### src/rtl/cipher_session_arbiter.sv
// Shares one stream_cipher between two requesters: round-robin grant per message,
// cipher counter reload via a one-cycle reset pulse, and per-requester ciphertext routing.
module cipher_session_arbiter #(
   parameter int unsigned MAX_LEN = 256
) (
   input  logic       clk,
   input  logic       rst,
   input  logic       req_0,
   input  logic       req_1,
   input  logic [7:0] key_0,
   input  logic [7:0] key_1,
   input  logic       in_valid_0,
   input  logic       in_valid_1,
   input  logic [7:0] in_char_0,
   input  logic [7:0] in_char_1,
   input  logic       in_last_0,
   input  logic       in_last_1,
   output logic       in_ready_0,
   output logic       in_ready_1,
   output logic       out_valid_0,
   output logic       out_valid_1,
   output logic [7:0] out_char_0,
   output logic [7:0] out_char_1,
   output logic       done_0,
   output logic       done_1,
   output logic       cph_rst_n,
   output logic [7:0] cph_key,
   output logic [7:0] cph_ptxt,
   output logic       cph_din_valid,
   input  logic [7:0] cph_ctxt,
   input  logic       cph_dout_valid
);

   typedef enum logic [1:0] {
      ST_IDLE,
      ST_LOAD,
      ST_STREAM,
      ST_DRAIN
   } state_t;

   localparam logic [8:0] LP_MAX_LEN = 9'(MAX_LEN);

   state_t     r_state;
   logic       r_grant;
   logic       r_prio;
   logic [7:0] r_cph_key;
   logic       r_cph_rst_n;
   logic [8:0] r_cnt;

   state_t     w_state_nxt;
   logic       w_grant_nxt;
   logic       w_prio_nxt;
   logic [7:0] w_key_nxt;
   logic       w_rst_n_nxt;
   logic [8:0] w_cnt_nxt;
   logic       w_winner;
   logic       w_in_ready;
   logic       w_done;
   logic       w_sel_valid;
   logic       w_sel_last;
   logic       w_accept;
   logic [8:0] w_cnt_inc;

   assign w_in_ready  = (r_state == ST_STREAM);
   assign w_done      = (r_state == ST_DRAIN);
   assign w_sel_valid = r_grant ? in_valid_1 : in_valid_0;
   assign w_sel_last  = r_grant ? in_last_1 : in_last_0;
   assign w_accept    = w_in_ready & w_sel_valid;
   assign w_cnt_inc   = r_cnt + 9'd1;
   // Contended requests go to the preferred requester; a lone request wins outright.
   assign w_winner    = (req_0 & req_1) ? r_prio : req_1;

   always_comb begin
      w_state_nxt = r_state;
      w_grant_nxt = r_grant;
      w_prio_nxt  = r_prio;
      w_key_nxt   = r_cph_key;
      w_rst_n_nxt = 1'b1;
      w_cnt_nxt   = r_cnt;
      case (r_state)
         ST_IDLE: begin
            if (req_0 | req_1) begin
               w_grant_nxt = w_winner;
               w_key_nxt   = w_winner ? key_1 : key_0;
               w_cnt_nxt   = '0;
               w_rst_n_nxt = 1'b0;
               w_state_nxt = ST_LOAD;
            end
         end
         ST_LOAD: begin
            w_state_nxt = ST_STREAM;
         end
         ST_STREAM: begin
            if (w_accept) begin
               w_cnt_nxt = w_cnt_inc;
               if (w_sel_last || (w_cnt_inc == LP_MAX_LEN)) begin
                  w_state_nxt = ST_DRAIN;
               end
            end
         end
         ST_DRAIN: begin
            w_prio_nxt  = ~r_grant;
            w_state_nxt = ST_IDLE;
         end
         default: begin
            w_state_nxt = ST_IDLE;
         end
      endcase
   end

   always_ff @(posedge clk) begin
      if (rst) begin
         r_state     <= ST_IDLE;
         r_grant     <= 1'b0;
         r_prio      <= 1'b0;
         r_cph_key   <= '0;
         r_cph_rst_n <= 1'b0;
         r_cnt       <= '0;
      end else begin
         r_state     <= w_state_nxt;
         r_grant     <= w_grant_nxt;
         r_prio      <= w_prio_nxt;
         r_cph_key   <= w_key_nxt;
         r_cph_rst_n <= w_rst_n_nxt;
         r_cnt       <= w_cnt_nxt;
      end
   end

   // grant is held through DRAIN so the final ciphertext still routes to its owner.
   assign in_ready_0    = w_in_ready & ~r_grant;
   assign in_ready_1    = w_in_ready & r_grant;
   assign done_0        = w_done & ~r_grant;
   assign done_1        = w_done & r_grant;
   assign out_valid_0   = cph_dout_valid & ~r_grant;
   assign out_valid_1   = cph_dout_valid & r_grant;
   assign out_char_0    = cph_ctxt;
   assign out_char_1    = cph_ctxt;
   assign cph_rst_n     = r_cph_rst_n;
   assign cph_key       = r_cph_key;
   assign cph_ptxt      = r_grant ? in_char_1 : in_char_0;
   assign cph_din_valid = w_accept;

endmodule

### config.mk
export PLATFORM = sky130hd
export DESIGN_NAME = cipher_session_arbiter
export DESIGN_NICKNAME = d
export VERILOG_FILES = /design/src/rtl/cipher_session_arbiter.sv
export SDC_FILE = /design/constraint.sdc
export NUM_CORES = 1
export LEC_CHECK = 0
export ABC_CLOCK_PERIOD_IN_PS = 2200
export BUFFER_PORTS_ARGS = -buffer_cell sky130_fd_sc_hd__clkbuf_2
export CORE_MARGIN = 2
export CORE_UTILIZATION = 40
export CTS_CLUSTER_SIZE = 12
export DETAILED_ROUTE_END_ITERATION = 16
export GPL_ROUTABILITY_DRIVEN = 0
export PLACE_DENSITY = 0.75
export SYNTH_ARGS = -nofsm -noshare
export SYNTH_HDL_FRONTEND = slang
export SYNTH_SLANG_ARGS = --single-unit
### constraint.sdc
create_clock -name clk -period 2.2 [get_ports clk]
set_input_delay 0.11 -clock clk [delete_from_list [all_inputs] [get_ports clk]]
set_output_delay 0.11 -clock clk [all_outputs]
set_load 0.005 [all_outputs]
==> reports/qor.yml, run 1 <==
post_cts_buffers: 0
synthMuxAreaShare: 0.1218
drt_iter0_markers: 50
wl_per_cell_um: 11.71
setup_viol: 0
hold_class: "in -> reg"
period_minus_slack_ps: 2070
layout_commonest_cell: "clkbuf_2"
endpoint_kind: "register"
antenna_found_initial: 0
cts_hold_buffers: 0
overflow: 0
synthesis.instances: 180
synth_compound_area_frac: 0.1667
synthXorXnorAreaFrac: 0.01777
insertion_delay_ps: 270
drv_slew: 0
avgSynthCellArea_um2: 8.216
synthDistinctLibCells: 41
relSlewSlack: 0.5898
ys_ff_latch: 22
core-area_um2: 3606
floorplan.io_pins: 89
nets: 282
max_freq_ghz: 0.4831
final.setup.tns_ps: 0
finalCritPeriodShare: 0.9409
antenna_cells: 0
outcome: "completed"
dr.pass1.iters: 4
final_antenna_net_count: 0
gr-usage-all-layers: 0.1500
finalPower_mw: 1.425
syn2layout_area_growth_pct: 21.91
finish.utilization: 0.5000
route.detailed.drc: 0
multi_input_area_um2: 850.8
p_leak_nw: 0.8625
grt_pass1_wl_um: 4968
crit_path_max_incr_delay_ps: 530
dp_cells: 270
synth_flop_cell: "dfxtp_1"
seq_area_frac_synth: 0.2978
layout-drive-gt1-share: 0.3673
cts_inserted_buffers: 3
fp.dieH_um: 64.81
start_util: 0.4101
syn-num-nets: 235
dp_hpwl_um: 2461
seqCellArea_um2: 440.4
arrival_ps: 2270
cts_tree: "done"
timing.hold.ws_ps: 112.5
crit_type: "reg -> reg"
root_buffer: "clkbuf_8"
vias: 1417
final_cell_mix: "64 x clkbuf_2, 22 x dfxtp_1, 14 x o21ai_0"
fin_cells: 274
crit_required_ps: 2400
startpoint_type: "register"
crit_family: "simple AND/OR/NAND/NOR gates"
port-buffer-count: 64
clk_pin_slew_ps: 80
max-clock-path-buffers: 2
yosysWarnings: 0
grt_max_degree: 18
vias_per_cell: 5.172
cp_max_fo: 9
finalWirelength_um: 3209
path_cells: "inv_1, ha_1, nor3b_2, or3b_1, or4b_1, a21oi_1"
rsz0062_at_grt: "false"
synth_fa_ha_area_frac: 0.05076
skew_ps: 0.8460
cts.sinks: 22
netlist_area_um2: 1479
path_buf_inv: 1
synthSimpleGateAreaFrac: 0.2149
grt_pass1_vias: 1154
rows: 22
cts.htree.levels: 1
slowest_stage: "or4b_1"
die_area_um2: 4200
die_w_um: 64.81
maxCapViolCount: 0
ir_worst_vdd_mv: 0.3035
worst_pin_slew_ps: 614.0
power_density_nw_per_um2: 790.4
hold_viol_final: 0
synthArstFlopShare: 0
synth_top_family_by_area: "simple AND/OR/NAND/NOR gates"
fillers: 352
synth_edf_count: 0
final cells by class:
type / instances / share of cell area
clock buffer: 3 / 0.02290
inverter: 6 / 0.01249
timing repair buffer: 69 / 0.1985
multi-input combinational: 125 / 0.4719
sequential: 22 / 0.2443
clock inverter: 1 / 0.01666
tap: 48 / 0.03331
registers in the layout, summed over array words and instances, names as in the netlist:
| register | flops |
|---|---|
| r_cnt | 9 |
| r_state | 2 |
| r_grant | 1 |
| cph_rst_n | 1 |
| cph_key | 8 |
| r_prio | 1 |
Yosys cell counts, types with 2 or more instances:
library cell | number | share of area
nor3b_1 | 2 | 0.010
nand2_1 | 13 | 0.033
o21a_1 | 2 | 0.010
nand2b_1 | 2 | 0.0085
mux2i_1 | 9 | 0.061
dfxtp_1 | 22 | 0.30
nor3_1 | 8 | 0.027
a311oi_1 | 2 | 0.012
nand3_1 | 4 | 0.014
buf_1 | 2 | 0.0051
a21oi_1 | 7 | 0.024
a31oi_1 | 4 | 0.017
clkbuf_1 | 7 | 0.018
nand3b_1 | 2 | 0.010
o21ai_0 | 14 | 0.047
and2_1 | 3 | 0.013
ha_1 | 6 | 0.051
mux2_2 | 8 | 0.061
nand4_1 | 2 | 0.0085
buf_4 | 16 | 0.081
nor2_1 | 11 | 0.028
inv_1 | 6 | 0.015
nor2b_1 | 4 | 0.017
xor2_1 | 3 | 0.018
a22oi_1 | 4 | 0.020
or4_1 | 2 | 0.010
logic make-up (layout without fill, tap and decap cells):
family                   count (synthesis)  in the layout
flip-flops                              22             22
AND/OR/NAND/NOR                         60             60
buffers and inverters                   33             79
XOR/XNOR                                 3              3
adder cells (fa/ha/maj)                  6              6
multiplexers                            17             17
AO/OA/AOI/OAI                           39             39
power by group:
part | switching (mW) | internal, mW | total, mW | leakage, nW
combinational | 0.279 | 0.254 | 0.534 | 0.647
sequential | 0.0373 | 0.470 | 0.507 | 0.180
clock | 0.141 | 0.243 | 0.384 | 0.0357
total | 0.458 | 0.968 | 1.43 | 0.863
tightest hold or removal path: cells and delay by family:
| kind | cells | cell delay, ps |
|---|---|---|
| compound gates | 1 | 120 |
| buf+inv | 1 | 80 |
| mux | 1 | 50 |
through the flow:
step	instance area (um^2)	setup slack, ps
floorplan	1479	208.4
global placement	1727	205.4
detailed placement	1727	148.6
CTS	1798	122.5
global route	1803	1.689
finish	1803	129.9
per-layer routing:
metal,up-vias,global-route usage,part of all wire
met2,47,0.2848,0.52
met1,652,0.1651,0.41
met4,0,0.06649,0.016
met3,5,0.01736,0.058
met5,-,0,0
li1,713,-,-
what timing repair did:
item,in CTS,in global routing
gates resized for setup,0,1
endpoints found under the hold margin,0,0
setup endpoints to repair,0,2
worst paths after layout:
kind              slack [ps]  cells past startpoint                     from                      end
setup reg to reg         130                      6  r_state[0]$_SDFFE_PP0P_    r_cnt[3]$_SDFFE_PP0P_
hold / removal           110                      3                 key_1[7]  cph_key[7]$_SDFFE_PP0P_
setup / recovery         130                      6  r_state[0]$_SDFFE_PP0P_    r_cnt[3]$_SDFFE_PP0P_
hold reg to reg          470                      2  cph_key[7]$_SDFFE_PP0P_  cph_key[7]$_SDFFE_PP0P_
Power figures use the tool's default switching activity.
==> run 2, diff against run 1 <==
--- a/config.mk
+++ b/config.mk
@@ -12,6 +12,7 @@
 export CTS_CLUSTER_SIZE = 12
 export DETAILED_ROUTE_END_ITERATION = 16
 export GPL_ROUTABILITY_DRIVEN = 0
+export GPL_TIMING_DRIVEN = 1
 export PLACE_DENSITY = 0.75
 export SYNTH_ARGS = -nofsm -noshare
 export SYNTH_HDL_FRONTEND = slang
==> constraint.sdc (replaced) <==
create_clock -name clk -period 2.2 [get_ports clk]
set_input_delay 0.66 -clock clk [delete_from_list [all_inputs] [get_ports clk]]
set_output_delay 0.66 -clock clk [all_outputs]
set_load 0.005 [all_outputs]
==> reports/qor.yml, run 2 (synthesis gave the netlist of run 1 again) <==
final.setup.tns_ps: 0
port-buffer-count: 64
arrival_ps: 1430
gr-usage-all-layers: 0.1344
period_minus_slack_ps: 2085
holdPathStages: 2
nets: 287
cts_tree: "done"
power_frac_clock: 0.264
relSlewSlack: 0.7785
vias: 1378
die_w_um: 64.81
timing.hold.ws_ps: 458.2
sw_frac_of_total: 0.3133
comb_power_share: 0.376
max_freq_ghz: 0.4796
route.detailed.drc: 0
wl_per_cell_um: 10.85
cts_inserted_buffers: 3
grt_pass1_vias: 1096
root_buffer: "clkbuf_8"
final_antenna_net_count: 0
antenna_cells: 0
die_area_um2: 4200
power_density_nw_per_um2: 775.8
hold_class: "reg -> reg"
cts.htree.levels: 1
final_cell_mix: "64 x clkbuf_2, 22 x dfxtp_1, 14 x o21ai_0"
cts.sinks: 22
hold_start: "cph_key[7]$_SDFFE_PP0P_"
post_cts_buffers: 0
crit_required_ps: 1540
seqPwrFrac: 0.361
finalPower_mw: 1.424
crit_type: "reg -> out"
insertion_delay_ps: 260
finalCritPeriodShare: 0.9479
drv_slew: 0
startpoint_type: "register"
overflow: 0
rows: 22
ir_worst_vdd_mv: 0.3124
min_to: "cph_key[7]$_SDFFE_PP0P_"
ctsResizeCount: 0
finalWirelength_um: 3027
largest_reg_flops: 9
setup_viol: 0
reg2reg_depth: 6
cp_max_fo: 10
core-area_um2: 3606
internal_power_mw: 0.9778
p_leak_nw: 0.8860
start_util: 0.4101
outcome: "completed"
skew_ps: 3.545
grt_max_degree: 17
worst_pin_slew_ps: 332.3
layout_commonest_cell: "clkbuf_2"
r2r_setup_slack_ps: 210
top_register: "r_cnt"
syn2layout_area_growth_pct: 24.11
layout-drive-gt1-share: 0.3766
rsz0062_at_grt: "false"
cts_hold_buffers: 0
fp.dieH_um: 64.81
dr.pass1.iters: 4
clk_pin_slew_ps: 80
drt_iter0_markers: 44
switching_power_mw: 0.4462
vias_per_cell: 4.939
endpoint_kind: "primary output"
floorplan.io_pins: 89
reg2reg_to: "r_cnt[3]$_SDFFE_PP0P_"
max-clock-path-buffers: 2
maxCapViolCount: 0
hold_viol_final: 0
rr_startpoint: "r_state[0]$_SDFFE_PP0P_"
antenna_found_initial: 0
grt_pass1_wl_um: 4664
dp_hpwl_um: 2381
run 2: metrics by stage:
step                      cell area, um^2  setup slack [ps]  utilization  cells
final                                1836             114.7       0.5090    279
after floorplan                      1479             208.4            -    180
after detailed placement             1764             187.9       0.4892    275
after CTS                            1836             105.2       0.5090    279
after global placement               1764             212.0       0.4892    275
after global routing                 1836             59.36       0.5090    279
run 2: power groups by stage:
stage	combinational (mW)	clock [mW]	sequential (mW)
2_1_floorplan	0.355	0	0.517
3_3_place_gp	0.533	0	0.521
3_5_place_dp	0.538	0	0.523
4_1_cts	0.541	0.387	0.514
5_1_grt	0.610	0.402	0.520
6_report	0.535	0.375	0.514
run 2: metal layers:
metal | global-route usage | vias to the layer above | wire [um]
met5 | 0 | - | 0
met4 | 0.03989 | 0 | 32
met3 | 0.01389 | 4 | 221
met2 | 0.2448 | 52 | 1425
met1 | 0.1654 | 597 | 1347
li1 | - | 725 | -
run 2: worst max-delay path, cell delays in order (launching register included):
cell and delay [ps]:
dfxtp_1 510, buf_4 210, mux2_2 330, clkbuf_2 110
run 2: worst max path at each step:
stage / slack, ps / from / cells past startpoint / to
floorplan: 210 / r_state[0]$_SDFFE_PP0P_ / 7 / r_cnt[3]$_SDFFE_PP0P_
detailed placement: 190 / in_valid_1 / 5 / r_cnt[3]$_SDFFE_PP0P_
global route: 60 / r_grant$_SDFFE_PP0P_ / 3 / cph_ptxt[2]
CTS: 110 / r_grant$_SDFFE_PP0P_ / 3 / cph_ptxt[5]
global placement: 210 / in_valid_1 / 5 / r_cnt[3]$_SDFFE_PP0P_
finish: 110 / r_grant$_SDFFE_PP0P_ / 3 / cph_ptxt[5]
run 2: cell type report:
cell class / count / area [um^2]
Fill cell: 330 / 1770
Multi-Input combinational cell: 125 / 845.8
Sequential cell: 22 / 440.4
Timing Repair Buffer: 74 / 395.4
Tap cell: 48 / 60.06
Clock buffer: 3 / 41.29
Clock inverter: 1 / 30.03
Inverter: 6 / 22.52
==> run 3, diff against run 2 <==
--- a/config.mk
+++ b/config.mk
@@ -14,6 +14,7 @@
 export GPL_ROUTABILITY_DRIVEN = 0
 export GPL_TIMING_DRIVEN = 1
 export PLACE_DENSITY = 0.75
+export RECOVER_POWER = 25
 export SYNTH_ARGS = -nofsm -noshare
 export SYNTH_HDL_FRONTEND = slang
 export SYNTH_SLANG_ARGS = --single-unit
==> reports/qor.yml, run 3 (synthesis gave the netlist of run 1 again) <==
outcome: "completed"
fin_area_um2: 1832
final_cell_mix: "64 x clkbuf_2, 22 x dfxtp_1, 14 x o21ai_0"
finalWirelength_um: 3053
antenna_cells: 0
dp_hpwl_um: 2381
p_leak_nw: 0.8811
dr.pass1.iters: 4
die_w_um: 64.81
rows: 22
port-buffer-count: 64
power_density_nw_per_um2: 777.1
crit_required_ps: 1540
gr-usage-all-layers: 0.1344
floorplan.io_pins: 89
power_frac_clock: 0.265
grt_max_degree: 17
largest_reg_flops: 9
grt_pass1_wl_um: 4664
start_util: 0.4101
path_cells: "buf_4, mux2_2, clkbuf_2"
crit_type: "reg -> out"
relSlewSlack: 0.7507
cts_inserted_buffers: 3
sw_frac_of_total: 0.3161
period_minus_slack_ps: 2086
hold_class: "reg -> reg"
finalCritPeriodShare: 0.9482
switching_power_mw: 0.4500
clk_pin_slew_ps: 80
cts.sinks: 22
ir_worst_vdd_mv: 0.3125
rsz0062_at_grt: "false"
seqPwrFrac: 0.361
arrival_ps: 1430
skew_ps: 2.722
vias: 1375
drv_slew: 0
timing.hold.ws_ps: 458.3
fillers: 330
internal_power_mw: 0.9735
cts.htree.levels: 1
fp.dieH_um: 64.81
overflow: 0
hold_viol_final: 0
syn2layout_area_growth_pct: 23.86
max_freq_ghz: 0.4794
wl_per_cell_um: 10.94
ctsResizeCount: 0
insertion_delay_ps: 260
startpoint_type: "register"
layout-drive-gt1-share: 0.3723
max-clock-path-buffers: 2
route.detailed.drc: 0
post_cts_buffers: 0
top_register: "r_cnt"
maxCapViolCount: 0
setup_viol: 0
placed_area_um2: 1764
endpoint_kind: "primary output"
antenna_found_initial: 0
core-area_um2: 3606
worst_pin_slew_ps: 373.9
drt_iter0_markers: 28
crit_path_max_incr_delay_ps: 510
cts_tree: "done"
grt_pass1_vias: 1096
layout_commonest_cell: "clkbuf_2"
comb_power_share: 0.374
finalPower_mw: 1.423
root_buffer: "clkbuf_8"
nets: 287
final_antenna_net_count: 0
slowest_stage: "dfxtp_1"
cts_hold_buffers: 0
cp_max_fo: 10
vias_per_cell: 4.928
die_area_um2: 4200
final.setup.tns_ps: 0
-- run 3: cell count changes in the layout (fill, tap and decap cells not counted), sizes merged --
cell,before,now
clkbuf,67,68
buf,10,9
-- run 3: worst max-delay path, delay by kind of cell, from the launching register on --
family / cells / cell delay, ps
buffers and inverters: 2 / 320
multiplexers: 1 / 330
flip-flops: 1 / 510
-- run 3: path summary, 6_finish.rpt --
kind | from | end | slack, ps | depth (start not counted)
hold reg to reg | cph_key[7]$_SDFFE_PP0P_ | cph_key[7]$_SDFFE_PP0P_ | 460 | 2
hold / removal | cph_key[7]$_SDFFE_PP0P_ | cph_key[7]$_SDFFE_PP0P_ | 460 | 2
setup / recovery | r_grant$_SDFFE_PP0P_ | cph_ptxt[5] | 110 | 3
setup reg to reg | r_state[0]$_SDFFE_PP0P_ | r_cnt[3]$_SDFFE_PP0P_ | 210 | 6
-- run 3: layout make-up --
cell class	instances	area, um^2	area share
repair buffers	74	391.6	0.2138
clock inverters	1	30.03	0.01639
clock buffers	3	41.29	0.02254
inverters	6	22.52	0.01230
multi-input cells	125	845.8	0.4617
well taps	48	60.06	0.03279
flip-flops and latches	22	440.4	0.2404
-- run 3: power by group through the flow --
stage	logic (mW)	clock network, mW	registers (mW)
after floorplan	0.355	0	0.517
after global placement	0.533	0	0.521
after detailed placement	0.538	0	0.523
after CTS	0.541	0.387	0.514
after global routing	0.605	0.402	0.520
final	0.533	0.377	0.514
-- run 3: metrics by stage --
step | instances | utilization | worst slack, ps
after floorplan | 180 | - | 208.4
after global placement | 275 | 0.4892 | 212.0
after detailed placement | 275 | 0.4892 | 187.9
after CTS | 279 | 0.5090 | 105.2
after global routing | 279 | 0.5080 | 57.97
final | 279 | 0.5080 | 114.0
-- run 3: layer usage --
metal / vias up / global-route usage / part of all wire
li1: 722 / - / -
met5: - / 0 / 0
met1: 607 / 0.1654 / 0.46
met3: 4 / 0.01389 / 0.060
met4: 0 / 0.03989 / 0.010
met2: 42 / 0.2448 / 0.47
